===== config.mk =====
export PLATFORM = sky130hd
export DESIGN_NAME = reversi_board_renderer
export DESIGN_NICKNAME = d
export VERILOG_FILES = /design/src/rtl/reversi_pkg.sv /design/src/rtl/reversi_cell_colour.sv /design/src/rtl/reversi_board_renderer.sv
export SDC_FILE = /design/constraint.sdc
export NUM_CORES = 1
export LEC_CHECK = 0
export CORE_ASPECT_RATIO = 0.7
export CORE_UTILIZATION = 50
export DETAILED_ROUTE_END_ITERATION = 10
export PLACE_DENSITY = 0.78
export SYNTH_ARGS = -nofsm -noshare
export SYNTH_HDL_FRONTEND = slang
export SYNTH_SLANG_ARGS = --single-unit

===== constraint.sdc =====
create_clock -name clk -period 2.9 [get_ports clk]
set_input_delay 0.435 -clock clk [delete_from_list [all_inputs] [get_ports clk]]
set_output_delay 0.435 -clock clk [all_outputs]
set_load 0.02 [all_outputs]

===== src/rtl/reversi_pkg.sv =====
// Shared reversi definitions: cell codes, display colours and board geometry.
// The board engine and the renderer both import this package.
package reversi_pkg;

   localparam int BOARD_W   = 192;
   localparam int NUM_CELLS = 64;

   localparam logic [2:0] CELL_EMPTY  = 3'b000;
   localparam logic [2:0] CELL_ENABLE = 3'b100;
   localparam logic [2:0] CELL_WHITE  = 3'b110;
   localparam logic [2:0] CELL_BLACK  = 3'b111;

   localparam logic [2:0] COL_GRID   = 3'b001;
   localparam logic [2:0] COL_EMPTY  = 3'b010;
   localparam logic [2:0] COL_ENABLE = 3'b110;
   localparam logic [2:0] COL_WHITE  = 3'b111;
   localparam logic [2:0] COL_BLACK  = 3'b000;
   localparam logic [2:0] COL_ERR    = 3'b100;

   typedef enum logic [1:0] {
      ST_IDLE = 2'd0,
      ST_DRAW = 2'd1,
      ST_DONE = 2'd2
   } render_state_t;

endpackage


===== src/rtl/reversi_cell_colour.sv =====
// Maps one cell code to its pixel colour.
// Grid pixels override the cell state.
module reversi_cell_colour
   import reversi_pkg::*;
(
   input  logic [2:0] code,
   input  logic       is_grid,
   output logic [2:0] colour
);

   always_comb begin
      colour = COL_ERR;
      if (is_grid) begin
         colour = COL_GRID;
      end else begin
         case (code)
            CELL_EMPTY:  colour = COL_EMPTY;
            CELL_ENABLE: colour = COL_ENABLE;
            CELL_WHITE:  colour = COL_WHITE;
            CELL_BLACK:  colour = COL_BLACK;
            default:     colour = COL_ERR;
         endcase
      end
   end

endmodule


===== src/rtl/reversi_board_renderer.sv =====
// Rasters a snapshot of the 8x8 reversi board as one plot request per cycle
// for the 160x120 VGA adapter, then pulses done.
//
// state | meaning
// IDLE  | waiting for start; emits pixel 0 and snapshots board on start
// DRAW  | emitting pixels 1..N-1; counters wrap to zero after the last one
// DONE  | one-cycle done pulse, then back to IDLE
module reversi_board_renderer
   import reversi_pkg::*;
#(
   parameter int CELL = 12,
   parameter int X0   = 32,
   parameter int Y0   = 12
) (
   input  logic               clk,
   input  logic               resetn,
   input  logic               start,
   input  logic [BOARD_W-1:0] board,
   output logic [7:0]         x,
   output logic [6:0]         y,
   output logic [2:0]         colour,
   output logic               plot,
   output logic               busy,
   output logic               done
);

   localparam logic [3:0] LAST = 4'(CELL - 1);

   render_state_t      state, state_next;
   logic [BOARD_W-1:0] snap;
   logic [5:0]         idx, idx_next;
   logic [3:0]         lx, lx_next, ly, ly_next;
   logic               emit, load, frame_end, is_grid;
   logic [2:0]         code, pix_colour;
   logic [7:0]         px;
   logic [6:0]         py;

   // Counters are all-zero in IDLE (reset value, or wrapped after the last
   // pixel), so pixel 0 is emitted straight from IDLE. It is always a grid
   // pixel, so the not-yet-loaded snapshot never affects its colour.
   assign frame_end = (idx == 6'd0) && (lx == 4'd0) && (ly == 4'd0);
   assign is_grid   = (lx == 4'd0) || (ly == 4'd0);
   assign code      = snap[3*int'(idx) +: 3];

   // Low bits of the full-width sums; modular arithmetic keeps them exact.
   assign px = 8'(X0) + 8'(idx[2:0]) * 8'(CELL) + 8'(lx);
   assign py = 7'(Y0) + 7'(idx[5:3]) * 7'(CELL) + 7'(ly);

   reversi_cell_colour u_cell_colour (
      .code    (code),
      .is_grid (is_grid),
      .colour  (pix_colour)
   );

   always_comb begin
      state_next = state;
      emit       = 1'b0;
      load       = 1'b0;
      case (state)
         ST_IDLE: begin
            if (start) begin
               state_next = ST_DRAW;
               emit       = 1'b1;
               load       = 1'b1;
            end
         end
         ST_DRAW: begin
            if (frame_end) state_next = ST_DONE;
            else           emit       = 1'b1;
         end
         ST_DONE: state_next = ST_IDLE;
         default: state_next = ST_IDLE;
      endcase
   end

   always_comb begin
      lx_next  = lx;
      ly_next  = ly;
      idx_next = idx;
      if (emit) begin
         if (lx == LAST) begin
            lx_next = 4'd0;
            if (ly == LAST) begin
               ly_next  = 4'd0;
               idx_next = idx + 6'd1;
            end else begin
               ly_next = ly + 4'd1;
            end
         end else begin
            lx_next = lx + 4'd1;
         end
      end
   end

   always_ff @(posedge clk) begin
      if (!resetn) begin
         state  <= ST_IDLE;
         snap   <= '0;
         idx    <= '0;
         lx     <= '0;
         ly     <= '0;
         x      <= '0;
         y      <= '0;
         colour <= '0;
         plot   <= 1'b0;
         busy   <= 1'b0;
         done   <= 1'b0;
      end else begin
         state <= state_next;
         idx   <= idx_next;
         lx    <= lx_next;
         ly    <= ly_next;
         if (load) snap <= board;
         plot <= emit;
         busy <= (state_next == ST_DRAW);
         done <= (state_next == ST_DONE);
         if (emit) begin
            x      <= px;
            y      <= py;
            colour <= pix_colour;
         end
      end
   end

endmodule


After elaboration in Yosys (flattened, before gate mapping)
Cells that the tools add are included.
{ "op_classes": {"add_sub_neg": 7, "n_mul": 3, "n_shift": 1, "n_lt_le_gt_ge": 0, "bitwise": 0, "reduce_logical": 10, "div_mod_pow": 0, "mux": 11, "n_eq_ne": 8} }
{ "op_table": {"columns": ["operator", "n"], "rows": [
  ["indexed part select 192 x 9 -> 3 bit", 1],
  ["one-hot mux 3 bit (4 select lines)", 1],
  ["multiplier 3 x 2 -> 5 bit, second input constant", 2],
  ["== test 3 bit, second input constant", 3],
  ["adder 4 x 1 -> 4 bit, second input constant", 2],
  ["adder 6 x 7 -> 8 bit, first input constant", 1],
  ["adder 8 x 4 -> 8 bit", 1],
  ["== test 4 bit, second input constant", 2],
  ["zero test 4 bit", 2],
  ["multiplier 2 x 6 -> 8 bit, first input constant", 1],
  ["two-way mux 4 bit", 2],
  ["adder 4 x 7 -> 7 bit, first input constant", 1],
  ["adder 7 x 4 -> 7 bit", 1],
  ["adder 6 x 1 -> 6 bit, second input constant", 1],
  ["zero test 6 bit", 1],
  ["== test 2 x 1 -> 1 bit, second input constant", 2],
  ["two-way mux 2 bit", 2],
  ["one-hot mux 2 bit (2 select lines)", 1],
  ["zero test 3 bit", 1],
  ["two-way mux 1 bit", 3],
  ["two-way mux 3 bit", 1],
  ["AND reduction 3 bit", 1],
  ["== test 2 bit, second input constant", 1],
  ["logical AND 1 bit", 2],
  ["other kinds (4)", 4]
]} }
{ "word_totals": {"ram_bits": 0, "register_bits": 229, "memories": 0, "latch_bits": 0, "rom_bits": 0, "in_bits": 195, "output_inout_bits": 21, "elab_cells": 51} }

Longest topological paths before layout
{ "depth": {"depth_word": 6, "ltp_mapped": 13, "depth_no_buf": 10} }

Hierarchy
A second synthesis with hierarchy kept.
{ "unflattened": {"hier_cells": 1188, "area_unflattened_um2": 10611.4} }
{ "by_module_without_submodules": {"columns": ["mod", "seq_area_each_um2", "area_each_um2", "cells_per_inst", "instances"], "rows": [
  ["reversi_board_renderer", 4584.4, 10572.6, 1181, 1],
  ["reversi_cell_colour", 0.0, 38.8, 7, 1]
]} }

Worst setup path after synthesis
OpenSTA, ideal clock, no wires.
{ "synth_timing": {"path_type": "reg2reg", "startpoint": "register idx[1]", "endpoint": "register idx[3]", "path_stages_with_launch": 14, "n_path_buf": 4, "t_arrival_ps": 2542, "path_slack_ps": 243, "required_ps": 2785, "period_less_slack_ps": 2657, "setup_ps": 115, "path_cell_list": "dfxtp_1 buf_4 buf_4 buf_4 inv_1 ha_1 nand4bb_1 o31ai_4 a2111oi_2 and3_1 buf_2 and3_1 xnor2_1 and2_1"} }
{ "synth_between": {"elab_chain_len": 6, "elab_cells_between_ends": 7, "cone_classes": "add/sub (1); mux (2); reduce/logical (4)"} }
{ "synth_rtl": {"columns": ["item", "line_no", "rtl"], "rows": [
  ["start: declaration", "reversi_board_renderer.sv:31", "logic [5:0] idx, idx_next;"],
  ["start signal: assignment", "reversi_board_renderer.sv:110", "idx <= idx_next;"],
  ["zero test 6 bit", "reversi_board_renderer.sv:41", "assign frame_end = (idx == 6'd0) && (lx == 4'd0) && (ly == 4'd0);"],
  ["logical AND 1 bit (2 in series)", "reversi_board_renderer.sv:41", null],
  ["two-way mux 1 bit", "reversi_board_renderer.sv:68", "if (frame_end) state_next = ST_DONE;"],
  ["one-hot mux 1 bit (2 select lines)", "reversi_board_renderer.sv:59", "case (state)"],
  ["AND reduction 3 bit (no source line)", null, null]
]} }
Parallel ways exist; a longest one is shown, timed or not.
A chain may end at the register's enable or synchronous reset.

Final worst setup path
{ "layout_timing": {"startpoint": "register idx[0]", "endpoint": "register idx[3]"} }
Same word-level chain as after synthesis.

==> run_results.csv <==
group,metric,value,unit
floorplan,start_util,0.512,
placement,place_congestion,0.886,
drt,drtPass1Iterations,5,
floorplan,dieArea,0.0219,mm2
timing,rsz0062_at_grt,"false",
floorplan,pin_count,216,
logic_synthesis,synth_simple_gate_area_share,0.183,
logic_synthesis,synth.avg_cell_area,8.94,um2
power_and_ir_drop,pwr-share-clk,0.374,
finish,post-route-util,0.655,
timing,min_period,2710,ps
finish,final_cells,1648,
logic_synthesis,synth_top_area_frac,0.430,
power_and_ir_drop,ir_worst_vdd,0.372,mV
logic_synthesis,ys.flop_type,"dfxtp_1",
worst_setup_path,worstSetupStartpointType,"flip-flop",
worst_setup_path,required,3300,ps
clock_network,cts_buffer_depth,3,
placement,dp_hpwl,20400,um
drt,drcViolationCount,0,
worst_setup_path,crit_path_max_fanout,19,
finish,syn_to_final_growth,27.9,%
finish,layout-drive-gt1-share,0.0641,
drt,antenna_left,0,
status,status,"finished clean",
logic_synthesis,synth_top_family_by_area,"compound AO/OA/AOI/OAI gates",
worst_setup_path,endpoint_kind,"flip-flop",
floorplan,core,0.0208,mm2
clock_network,clkSinkCount,229,
clock_network,clock_tree.root_cell,"clkbuf_16",
worst_setup_path,cp.arrival,3110,ps
power_and_ir_drop,pwr-share-seq,0.484,
floorplan,rows,44,
power_and_ir_drop,swShare,0.249,
floorplan,die_w,176,um
clock_network,clock_latency,510,ps
clock_network,clk_pin_slew,60,ps
timing,skew,9.57,ps
clock_network,cts_buffers,22,
logic_synthesis,synth_edf_count,0,
timing,worst_slew_pin_slew,739,ps
timing,finalMaxSlewViolations,0,
logic_synthesis,synth_fa_ha_area_frac,0.0298,
timing,tns,0,ps
drt,vias,8903,
global_routing,grt_overflow_total,0,
logic_synthesis,yosysWarnings,0,
power_and_ir_drop,p_leak,5.01,nW
logic_synthesis,synth-compound-area-share,0.191,
logic_synthesis,syn_nets,1410,
logic_synthesis,synth_xor_area_frac,0.0115,
global_routing,antenna_found_initial,0,
placement,placed_cell_area,0.0129,mm2
timing,hold_viol,0,
placement,dp.cells,1613,
logic_synthesis,synthMuxAreaShare,0.106,
logic_synthesis,syn_area,0.0107,mm2
drt,post_drt_wl_per_cell,17.1,um
drt,wl,28200,um
timing,post-route-period-util,0.934,
logic_synthesis,ys_seq_area_frac,0.430,
power_and_ir_drop,p_per_area,530,mW/mm2
worst_setup_path,worstSetupPathType,"reg2reg",
global_routing,grt.total_usage,0.257,
finish,num_antenna_cells,0,
logic_synthesis,synthCells,1192,
min_path,worstHoldPathType,"in2reg",
logic_synthesis,ys_top_cells_by_area,"dfxtp_1 43%, nand2_1 15%, a21boi_0 14%",
run,cap_violations,0,
clock_network,cts_tree,"done",
logic_synthesis,yosysMostFrequentCell,"nand2_1",
logic_synthesis,synth_seq_cells,229,
timing,setup_violations,0,
drt,first_iter_violations,651,
logic_synthesis,yosysUniqueCellTypes,54,
power_and_ir_drop,p_int,0.00542,W
clock_network,h-tree-depth,1,
timing,fmax,369,MHz
placement,portBuffers,215,
finish,final_nets,1579,
finish,final_cell_area,0.0136,mm2
clock_network,cts_hold_buf,0,
logic_synthesis,synth_top_cell_by_area,"dfxtp_1",
global_routing,grt_pass1_vias,8605,
power_and_ir_drop,combPwrFrac,0.142,
timing,relSlewSlack,0.507,
drt,drt-vias-per-instance,5.40,
logic_synthesis,ys_top_cells_by_count,"423 x nand2_1, 229 x dfxtp_1, 202 x a21boi_0",
global_routing,grt_pass1_wl,44000,um
power_and_ir_drop,p_sw,0.00180,W
global_routing,grt_max_degree,121,
floorplan,die_h,124,um
logic_synthesis,synthArstFlopShare,0,
-- critical path: stages, from the launching register on --
cell       delay (ps)
dfxtp_4           540
inv_1             130
ha_1              220
nand4bb_1         210
o31ai_4           120
a2111oi_2         550
and3_1            380
and3_1            240
xnor2_1            70
and2_1            150
-- registers in the layout, indices dropped and copies added, names as in the netlist, 2 cells and up --
| register | count |
|---|---|
| snap | 192 |
| x | 8 |
| y | 7 |
| idx | 6 |
| lx | 4 |
| ly | 4 |
| colour | 3 |
| state | 2 |
-- worst paths after layout --
| path | startpoint | slack, ps | to | cells past startpoint |
|---|---|---|---|---|
| setup reg to reg | idx[0] | 190 | idx[3] | 9 |
| setup / recovery | idx[0] | 190 | idx[3] | 9 |
| hold / removal | resetn | 420 | snap[164] | 2 |
| hold reg to reg | y[4] | 460 | y[4] | 2 |
-- layout by cell type, fill, tap and decap left out, drive strengths merged, types with 3 or more instances in the layout --
| master | instances |
|---|---|
| mux4 | 32 |
| o21ai | 5 |
| mux2i | 36 |
| o211a | 4 |
| and3 | 5 |
| a21boi | 202 |
| nor2 | 12 |
| a22oi | 9 |
| nand2 | 423 |
| clkbuf | 33 |
| a21oi | 10 |
| and2 | 14 |
| a221oi | 7 |
| inv | 19 |
| dfxtp | 229 |
| buf | 21 |
| o22ai | 4 |
| ha | 19 |
| xnor2 | 9 |
| a211oi | 7 |
| o221ai | 8 |
| nand3 | 4 |
| clkdlybuf4s50 | 214 |
| nand2b | 3 |
| a22o | 3 |
| or3b | 3 |
| nor2b | 6 |
| nor3 | 3 |
| xor2 | 5 |
| fa | 4 |
-- routing by layer --
layer  share of wire  vias up  track usage  routed length, um
li1                -     4368            -                  -
met1            0.45     4158        0.359              12800
met2            0.45      331        0.410              12700
met3           0.076       46       0.0467               2130
met4           0.021        0       0.0679                605
met5               0        -            0                  0
-- timing repair --
action	CTS	global route
resized for setup	0	4
setup buffers	0	0
endpoints found under the setup margin	0	2
hold endpoints to repair	0	0
-- per-stage QoR --
stage | total power, W | setup WS, ps | hold slack [ps]
6_report | 0.00722 | 190 | 420
5_1_grt | 0.00750 | 52.1 | 455
4_1_cts | 0.00726 | 212 | 416
3_5_place_dp | 0.00458 | 264 | 454
3_3_place_gp | 0.00456 | 337 | 447
2_1_floorplan | 0.00406 | 243 | 439
-- final cells by class --
cell class	instances	area, um2
Fill cell	1688	7190
Multi-Input combinational cell	854	5570
Sequential cell	229	4590
Timing Repair Buffer	235	2380
Clock buffer	33	653
Tap cell	276	345
Inverter	19	71.3
Clock inverter	2	10.0
-- power by group through the flow --
stage	clock (W)	sequential (W)	combinational, W
after floorplan	0	0.00353	0.000531
after global placement	0	0.00355	0.00101
after detailed placement	0	0.00356	0.00102
after CTS	0.00275	0.00349	0.00103
after global routing	0.00286	0.00351	0.00113
final	0.00270	0.00349	0.00102
-- logic make-up (layout without fill, tap and decap cells) --
logic type | after synthesis | count (layout)
buffers and inverters | 109 | 289
adders and majority gates | 23 | 23
and+or+nand+nor | 483 | 483
AOI/OAI and AO/OA | 266 | 266
DFF | 229 | 229
muxes | 68 | 68
xor gates and xnor gates | 14 | 14
No activity file was read; power rests on OpenSTA's default activity.
==> RTL change (same flow settings) <==
The 3 states of `render_state_t` get a one-hot encoding in 3 bits.
--- a/src/rtl/reversi_pkg.sv
+++ b/src/rtl/reversi_pkg.sv
@@ -18,8 +18,8 @@
    localparam logic [2:0] COL_ERR    = 3'b100;
 
-   typedef enum logic [1:0] {
-      ST_IDLE = 2'd0,
-      ST_DRAW = 2'd1,
-      ST_DONE = 2'd2
+   typedef enum logic [2:0] {
+      ST_IDLE = 3'b001,
+      ST_DRAW = 3'b010,
+      ST_DONE = 3'b100
    } render_state_t;
 
Function: same outputs for any inputs over 10 cycles, from zero or initial values and one cycle with resetn low; not proved beyond that.
==> RTL change against the unedited design <==
Sequential cell count is 1 higher; setup slack better by 0.0054 ns; combinational power shrank 5%; power is 1.3% higher; synthesized cell count fell by 1.0%; clock skew rose by 0.0049 ns; synthesized area fell by 4.8%; routed wire length is 0.75% lower; final area shrank 3.2%; final cell count fell by 0.61%; non-clock buffer count is 1 higher; clock power is 6% higher; largest cell class unchanged.
==> RTL change: results (changes against the unedited design) <==
first-pass detailed-route iteration total: 5 (unchanged)
HPWL reported at the end of detailed placement: 19930 um (-2.1%)
number of buffers inserted to repair setup after CTS: 0 (unchanged)
total number of yosys warnings: 0 (unchanged)
HP Class: flop to flop
fraction of layout cells with a size suffix above 1: 7.164% (+0.75 points)
post-route clock skew: 0.01449 ns (+0.004917 ns)
post-synthesis net count: 1398 (-0.85%)
antenna violations before repair: 0 (unchanged)
top cells by area in the synthesized netlist: dfxtp_1 45%, nand2_1 15%, a21oi_1 10%
CTS H-Tree Depth: 1 (unchanged)
clock buffers created by TritonCTS: 22 (unchanged)
commonest cells in the netlist: 401 x nand2_1, 230 x dfxtp_1, 209 x a21oi_1
port bufs: 215 (unchanged)
highest fanout seen on the critical path: 23 (+4)
total global-route track usage: 27.21% (+1.5 points)
diode count: 0 (unchanged)
leak pwr: 4.828 nW (-3.6%)
clock root buffer master: clkbuf_16
Starting DRT DRC Count: 867 (+33%)
vias in the first global route: 8441 (-1.9%)
largest registers: snap (192), x (8), y (7)
synth unique cells: 61 (+13%)
clock network latency to the later pin of the worst-skew pair: 0.51 ns (about the same)
final RePlAce weighted congestion: 0.8611 (-2.8%)
run status: finished, final reports clean
final-layout fill cell count: 1596 (-5.5%)
routed via count: 8977 (+0.83%)
post-cts repair resize count: 0 (unchanged)
number of buffers between clock root and the deepest sink: 3 (unchanged)
total number of nets in the final design: 1573 (-0.38%)
sequential area share after synthesis: 45.40% (+2.4 points)
detailed-route wire length: 28000 um (-0.75%)
largest net degree at the start of global routing: 109 (-9.9%)
Placed Area: 0.01247 mm^2 (-3.7%)
post-CTS clock slew at the launch and capture registers of the worst setup and hold paths: 0.07 ns
global-route wire length before repair: 43900 um (-0.33%)
max-slew headroom at the worst pin: 61.04% (+10 points)
Synth async-reset ratio: 0% (unchanged)
Worst EP arrival: 3.13 ns (+0.02 ns)
IR drop worst, VDD: 361.1 uV (-3.0%)
RTL change: cells by family after synthesis:
logic type      after synthesis  share of synthesized area [%]
flops                       230                          45.40
fa+ha+maj                    23                          3.134
compound gates              256                          14.21
xor+xnor                     15                          1.295
buf+inv                     105                          5.021
mux                          75                          12.09
simple gates                476                          18.85
RTL change: critical path: stages, from the launching register on:
cell     delay, ns
dfxtp_4       0.61
buf_4         0.38
mux4_2        0.55
a21oi_1       0.19
a211o_2       0.18
o31ai_2       0.08
or3b_1        0.42
a31oi_1       0.19
RTL change: cell type report:
type,instances,area share [%]
inverters,20,0.6072
well taps,270,2.562
clock inverters,2,0.2657
clock buffers,35,5.171
flip-flops and latches,230,34.97
repair buffers,236,18.18
multi-input cells,845,38.24
RTL change: metal layers:
| metal | vias to the layer above | wire length (um) | track usage (%) |
|---|---|---|---|
| li1 | 4345 | - | - |
| met1 | 4225 | 12870 | 40.00 |
| met4 | 0 | 461 | 5.918 |
| met5 | - | 0 | 0 |
| met3 | 33 | 2236 | 4.534 |
| met2 | 374 | 12430 | 41.81 |
RTL change: final timing paths:
check         endpoint  startpoint  slack, ns  cells after the start
max          colour[0]      idx[0]       0.20                      7
min          snap[101]   snap[101]       0.45                      2
max reg2reg  colour[0]      idx[0]       0.20                      7
min reg2reg  snap[101]   snap[101]       0.45                      2
RTL change: metrics by stage:
| step | utilization, % | cells | setup slack [ns] | power [mW] | hold slack [ns] |
|---|---|---|---|---|---|
| after global placement | 62.82 | 1601 | 0.3392 | 4.480 | 0.4402 |
| after CTS | 66.43 | 1638 | 0.1935 | 7.338 | 0.4538 |
| after detailed placement | 62.82 | 1601 | 0.2675 | 4.500 | 0.4451 |
| final | 66.43 | 1638 | 0.1959 | 7.317 | 0.4519 |
| after floorplan | - | 1180 | 0.3093 | 4.011 | 0.4315 |
| after global routing | 66.43 | 1638 | 0.06998 | 7.588 | 0.4692 |
RTL change: where the power goes:
group          internal, mW  switching, mW
Clock                  1.69           1.18
Combinational         0.481          0.493
Sequential             3.36          0.111
